$ cat src/rtl/call_stack_pkg.sv
// Shared types and defaults for the call/return stack.
package call_stack_pkg;

  typedef enum logic [1:0] {
    OP_NOP,
    OP_PUSH,
    OP_POP,
    OP_REPLACE
  } stack_op_t;

  localparam int DEF_DATA_W = 32;
  localparam int DEF_DEPTH  = 16;

  function automatic stack_op_t decode_op(input logic push, input logic pop);
    case ({push, pop})
      2'b10:   decode_op = OP_PUSH;
      2'b01:   decode_op = OP_POP;
      2'b11:   decode_op = OP_REPLACE;
      default: decode_op = OP_NOP;
    endcase
  endfunction

endpackage

$ cat src/rtl/stack_ptr_ctrl.sv
// Next-pointer, write-enable/index and error-pulse decode for the stack.
module stack_ptr_ctrl
  import call_stack_pkg::*;
#(
  parameter int DEPTH = DEF_DEPTH,
  parameter int CNT_W = $clog2(DEPTH) + 1,
  parameter int IDX_W = $clog2(DEPTH)
) (
  input  stack_op_t        op,
  input  logic             flush,
  input  logic [CNT_W-1:0] sp,
  output logic [CNT_W-1:0] sp_next,
  output logic             wr_en,
  output logic [IDX_W-1:0] wr_idx,
  output logic             ovf_set,
  output logic             udf_set
);

  logic             is_empty;
  logic             is_full;
  logic [CNT_W-1:0] sp_inc;
  logic [CNT_W-1:0] sp_dec;

  assign is_empty = (sp == '0);
  assign is_full  = (sp == CNT_W'(DEPTH));
  assign sp_inc   = sp + CNT_W'(1);
  assign sp_dec   = sp - CNT_W'(1);

  always_comb begin
    sp_next = sp;
    wr_en   = 1'b0;
    wr_idx  = sp[IDX_W-1:0];
    ovf_set = 1'b0;
    udf_set = 1'b0;
    if (flush) begin
      sp_next = '0;
    end else begin
      case (op)
        OP_PUSH: begin
          if (is_full) begin
            ovf_set = 1'b1;
          end else begin
            wr_en   = 1'b1;
            sp_next = sp_inc;
          end
        end
        OP_POP: begin
          if (is_empty) udf_set = 1'b1;
          else          sp_next = sp_dec;
        end
        OP_REPLACE: begin
          // On an empty stack there is no top to replace, so it degrades to a push.
          wr_en = 1'b1;
          if (is_empty) sp_next = sp_inc;
          else          wr_idx  = sp[IDX_W-1:0] - IDX_W'(1);
        end
        default: ;
      endcase
    end
  end

endmodule

$ cat src/rtl/call_stack_unit.sv
// Parametrised LIFO for CALL/RET and PUSH/POP; sticky error flags exist only
// when CALL_STACK_ERR_EN is defined.
module call_stack_unit
  import call_stack_pkg::*;
#(
  parameter  int DATA_W = DEF_DATA_W,
  parameter  int DEPTH  = DEF_DEPTH,
  localparam int CNT_W  = $clog2(DEPTH) + 1
) (
  input  logic              clk,
  input  logic              reset,
  input  logic              flush,
  input  logic              push,
  input  logic              pop,
  input  logic [DATA_W-1:0] push_data,
  input  logic              err_clr,
  output logic [DATA_W-1:0] top_data,
  output logic [CNT_W-1:0]  count,
  output logic              empty,
  output logic              full,
  output logic              overflow,
  output logic              underflow
);

  localparam int IDX_W = $clog2(DEPTH);

  logic [DATA_W-1:0] mem [DEPTH];
  logic [CNT_W-1:0]  sp;
  logic [CNT_W-1:0]  sp_next;
  logic              wr_en;
  logic [IDX_W-1:0]  wr_idx;
  logic              ovf_set;
  logic              udf_set;
  logic [IDX_W-1:0]  top_idx;
  stack_op_t         op;

  assign op = decode_op(push, pop);

  stack_ptr_ctrl #(
    .DEPTH (DEPTH),
    .CNT_W (CNT_W),
    .IDX_W (IDX_W)
  ) u_ctrl (
    .op      (op),
    .flush   (flush),
    .sp      (sp),
    .sp_next (sp_next),
    .wr_en   (wr_en),
    .wr_idx  (wr_idx),
    .ovf_set (ovf_set),
    .udf_set (udf_set)
  );

  always_ff @(posedge clk or posedge reset) begin
    if (reset) sp <= '0;
    else       sp <= sp_next;
  end

  // Array is data only: never reset, writes suppressed while reset is held.
  always_ff @(posedge clk) begin
    if (wr_en && !reset) mem[wr_idx] <= push_data;
  end

`ifdef CALL_STACK_ERR_EN
  always_ff @(posedge clk or posedge reset) begin
    if (reset) begin
      overflow  <= 1'b0;
      underflow <= 1'b0;
    end else begin
      overflow  <= ovf_set | (overflow  & ~err_clr);
      underflow <= udf_set | (underflow & ~err_clr);
    end
  end
`else
  logic unused_err;
  assign unused_err = &{1'b0, err_clr, ovf_set, udf_set};
  assign overflow   = 1'b0;
  assign underflow  = 1'b0;
`endif

  assign top_idx  = sp[IDX_W-1:0] - IDX_W'(1);
  assign count    = sp;
  assign empty    = (sp == '0);
  assign full     = (sp == CNT_W'(DEPTH));
  assign top_data = empty ? '0 : mem[top_idx];

endmodule

$ cat config.mk
export PLATFORM = sky130hd
export DESIGN_NAME = call_stack_unit
export DESIGN_NICKNAME = d
export VERILOG_FILES = /design/src/rtl/call_stack_pkg.sv /design/src/rtl/stack_ptr_ctrl.sv /design/src/rtl/call_stack_unit.sv
export SDC_FILE = /design/constraint.sdc
export NUM_CORES = 1
export LEC_CHECK = 0
export ABC_AREA = 1
export BUFFER_PORTS_ARGS = -buffer_cell sky130_fd_sc_hd__buf_2
export CORE_ASPECT_RATIO = 2
export CORE_UTILIZATION = 40
export DETAILED_ROUTE_END_ITERATION = 10
export MAX_ROUTING_LAYER = met4
export PLACE_DENSITY = 0.57
export RECOVER_POWER = 25
export SYNTH_ARGS = -nofsm -noshare
export SYNTH_HDL_FRONTEND = slang
export SYNTH_HIERARCHICAL = 1
export SYNTH_SLANG_ARGS = --single-unit
$ cat constraint.sdc
create_clock -name clk -period 3.22 [get_ports clk]
set_input_delay 0.483 -clock clk [delete_from_list [all_inputs] [get_ports clk]]
set_output_delay 0.483 -clock clk [all_outputs]
set_load 0.02 [all_outputs]
======== Word level (Yosys, flattened, before mapping) ========
Memory sizes are Yosys's and may differ from the RTL's.
Cells that the tools add are included.
word-level totals
  bits in writable memories ............... 512
  bits of input ports ..................... 38
  register bits ........................... 5
  output and inout port bits .............. 41
  memories kept ........................... 1
  logic and storage cells ................. 35
memories
  memory  words  width  rd ports  clocked after memory_dff  write ports  line                   source
  mem     16     32     1         0                         1            call_stack_unit.sv:27  logic [DATA_W-1:0] mem [DEPTH];
cells by class
  reductions and logical operators ........ 5
  multiplexer cells ....................... 15
  equal/unequal tests ..................... 10
  add/sub/neg operators ................... 3
operator list
  kind                 number
  $mux 32              1
  $mux 5               4
  $pmux 5 s3           1
  $mux 4               3
  $ne 3x3->1 const B   3
  $eq 2x2->1 const B   4
  $pmux 2 s3           1
  $add 5x1->5 const B  1
  $eq 5x5->1 const B   1
  $logic_not 5->1      1
  $sub 5x1->5 const B  1
  $eq 2x1->1 const B   2
  $mux 1               4
  $reduce_and 4->1     1
  $reduce_bool 4->1    1
  $sub 4x1->4 const B  1
  $pmux 1 s2           1
  $logic_and 1x1->1    1
  $logic_not 1->1      1

======== Longest topological paths before layout ========
  word-level depth ........................ 8
  mapped depth ............................ 14
  gate-level depth less buffers ........... 9

======== By module ========
Netlist, hierarchy kept.
modules (own cells, without submodules)
  module           sequential area each (um2)  area each (um2)  cells an instance  times used
  call_stack_unit  15499.9                     20972.6          1735               1
  stack_ptr_ctrl   0.0                         455.4            85                 1

======== Worst setup path before layout ========
No wires, ideal clock.
  kind .................................... register to register
  from .................................... register sp[0] (netlist: count[0])
  to ...................................... memory mem[12][0] (netlist bit) (enable)
  data arrival time ....................... 3.157 ns
  clock period less this slack ............ 3.578 ns
  setup time .............................. 0.421 ns
  required time ........................... 2.799 ns
  buffers on the path ..................... 1
  path slack .............................. -0.358 ns
  stages on the path, launching flop included .. 9
  path through ............................ dfrtp_1 > inv_1 > ha_1 > buf_2 > nand3_4 > nand3_1 > o21ai_0 > nand3_1 > nor2_1
on the way
  elaborated cells on any way between the ends .. 12
  classes of those cells .................. add/sub (1); eq/ne (1); mux (8); reduce/logical (2)
RTL lines
  what                                                   line                                        source
  start, declared                                        call_stack_unit.sv:28                       logic [CNT_W-1:0] sp;
  start signal, assigned                                 call_stack_unit.sv:56                       else sp <= sp_next;
  $sub 4x1->4 / $logic_not 5->1 (equally long branches)  stack_ptr_ctrl.sv:55, stack_ptr_ctrl.sv:24
  $mux 4 (*)                                             stack_ptr_ctrl.sv:54                        if (is_empty) sp_next = sp_inc;
  $mux 4 (*)                                             stack_ptr_ctrl.sv:38                        case (op)
  $mux 4 (*)                                             stack_ptr_ctrl.sv:35                        if (flush) begin
  net wr_idx[3]                                          call_stack_unit.sv:31                       logic [IDX_W-1:0] wr_idx;
  end, declared                                          call_stack_unit.sv:27
Mark *: on every way through the listed nets, which the timed path passes. The rest lies on a longest branch.

======== Worst setup path after layout ========
  from .................................... register sp[0] (netlist: count[0])
  to ...................................... output port top_data[22]
on the way
  cells in the longest elaborated chain, start to end .. 3
  elaborated cells on any way between the ends .. 4
  classes of those cells .................. add/sub (1); mux (1); reduce/logical (1); memory (1)
RTL lines
  what           line                   source
  $sub 4x1->4    call_stack_unit.sv:81  assign top_idx = sp[IDX_W-1:0] - IDX_W'(1);
  $mem_v2 16x32  --
  $mux 32 (*)    call_stack_unit.sv:85  assign top_data = empty ? '0 : mem[top_idx];
  end, declared  call_stack_unit.sv:17  output logic [DATA_W-1:0] top_data,
Mark *: on every way between the ends. The rest lies on a longest branch, timed or not.

==> summary.md <==
| Metric | Value |
|---|---|
| RSZ-0062 raised after global routing | true |
| Drt wl/cell | 21.7 µm |
| HPWL after DPL | 30.2 mm |
| Max-Cap Viols | 0 |
| DIE AREA | 0.0545 mm² |
| Synth Instances | 1818 |
| Clock skew | 0.00603 ns |
| I/O Pins | 79 |
| # port buffers | 75 |
| Slowest stage delay, CP | 0.48 ns |
| DIE HEIGHT | 329 µm |
| Crit Path Category | flip-flop to primary output |
| Most common cell after layout, fill and taps aside | nand2_1 |
| Slowest CP cell | dfrtp_4 |
| Critical Path Source | count[0] |
| Sw Pwr | 6280 µW |
| CP required | 2.74 ns |
| Via Count | 14000 |
| Drc violations | 4 |
| Total CTS buffers | 43 |
| CTS tree | yes |
| CP Capture Type | primary output |
| Crit-path cells | inv_8 > ha_4 > inv_1 > nand2_4 > nand2_8 > buf_12 > nand3_1 > nand3_1 > nand2_1 > nor2_1 > buf_2 |
| Root Driver | clkbuf_16 |
| Max Slew Vio Count | 0 |
| Final #Nets | 1935 |
| Number of H-tree levels | 2 |
| Area grow syn2layout | 13.7% |
| Worst R2R Setup Slack | 0.13 ns |
| Final Hold Fails | 0 |
| Sw frac | 34.1% |
| Hold path startpoint | flush |
| Gate power share | 30.8% |
| Worst-case clock buffer depth | 3 |
| Design area | 0.0243 mm² |
| Num rows | 119 |
| First-pass GRT wire length | 83.4 mm |
| Pwr dens | 756 mW/mm² |
| Synth warn | 6 |
| DRT Pass-1 Iters | 9 |
| WHS | 0.141 ns |
| Synthesized cell area | 0.0214 mm² |
| Fin crit share | 97.7% |
| Sequential Power Share | 40.8% |
| Largest net degree at the start of global routing | 139 |
| GRT Total Usage | 21.2% |
| Die Wd | 166 µm |
| RD Place Congestion | 0.807 |
| Dpl cell area | 0.0227 mm² |
| Crit Path Max Fanout | 20 |
| Share of cells above drive strength 1 | 11.9% |
| Clock share of power | 28.3% |
| Final Critical Period | 3.14 ns |
| Clock sinks | 517 |
| Placed cells | 2504 |
| Syn Area/Cell | 11.8 µm² |
| Reg clk slew, reported paths | 0.06 ns |
| Fmax | 0.318 GHz |
| Slew @ Worst Pin | 0.784 ns |
| Core Area | 0.0527 mm² |
| FF-to-FF Start | count[0] |
| Failing checks | design-rule violations |
| Initial core utilization | 40.6% |
| CP startpoint kind | flip-flop |
| Critical path's top delay family | simple AND/OR/NAND/NOR gates |
| Post-route ant nets | 0 |
| Vias/cell | 5.39 |
| Most frequent cells in the layout | 607 x nand2_1, 512 x edfxtp_1, 366 x nand3_1 |
| Vias in the first global route | 13800 |
| Clock latency on the worst-skew pair | 0.57 ns |
| Initial DRC count | 1086 |
| Grt total ovfl | 0 |
| Antenna violations before repair | 2 |
| Most used cell, CP | nand3_1 |
| Total wire length after detailed routing | 56.2 mm |
| Static leakage | 0.00882 µW |
| Internal cell power | 12100 µW |
| Worst IR Drop VDD | 0.400 mV |
| Slew HR | 47.7% |
| Final non-filler cell total | 2589 |
| WP data arrival | 2.66 ns |
| Hold WC Path Type | input pin to flip-flop |
| Critical path buffers and inverters | 4 |
| Status | finished, violations left |
| Finish-stage setup viols | 0 |
## area by class of cell
class,count,area (µm²)
flip-flops and latches,517,15500
clock inverters,17,193
diodes,2,5.00
multi-input cells,1169,5340
clock buffers,56,1170
well taps,665,832
inverters,24,105
repair buffers,139,1190
fillers,4725,28400
## worst register-to-register path, stage by stage, from the launching register on
cell and delay (ns):
dfrtp_4 0.53, inv_1 0.20, ha_1 0.39, xor2_1 0.24, a21oi_1 0.10, a21oi_1 0.27
nand3b_1 0.36, nor2_4 0.41, buf_12 0.26
## flip-flops by register name, summed over array words and instances, names as in the netlist
| name | cells |
|---|---|
| mem | 512 |
| count | 5 |
## power groups by stage
| stage | sequential, µW | clock (µW) | combinational (µW) |
|---|---|---|---|
| floorplan | 7660 | 0 | 3510 |
| global placement | 7660 | 0 | 5330 |
| detailed placement | 7660 | 0 | 5370 |
| CTS | 7520 | 5310 | 5630 |
| global route | 7520 | 5520 | 6170 |
| finish | 7520 | 5220 | 5670 |
## final timing paths
path                                endpoint  cells past startpoint
worst max register to register    mem[5][22]                      8
max in group asynchronous           count[0]                      3
worst min-delay path                count[1]                      2
worst max-delay path            top_data[22]                     11
min in group asynchronous           count[2]                      3
worst min register to register      count[1]                      2
## metrics by stage
step / util (%) / worst slack (ns) / total power (µW) / setup TNS (ns)
3_5_place_dp: 43.1 / 0.166 / 13000 / 0
4_1_cts: 46.0 / 0.0260 / 18500 / 0
2_1_floorplan: - / -0.351 / 11200 / -111.89
5_1_grt: 46.2 / -0.0304 / 19200 / -0.0723
6_report: 46.2 / 0.0751 / 18400 / 0
3_3_place_gp: 43.1 / 0.254 / 13000 / 0
## per-layer routing
layer,vias up,routed length (µm),global-route usage [%],part of all wire (%)
li1,6504,-,-,-
met1,6865,21100,23.2,37
met5,-,0,-,0
met3,130,2720,2.27,4.8
met2,460,30200,38.6,54
met4,0,2220,9.53,3.9
## timing repair
action | 4_1_cts | 5_1_grt
endpoints found under the hold margin | 5 | 0
pin swaps | 1 | 4
setup buffers | 0 | 3
hold buffers | 1 | 0
resized for setup | 23 | 12
endpoints found under the setup margin | 29 | 67
cloned | 4 | 2
(Power assumes the default switching activity.)
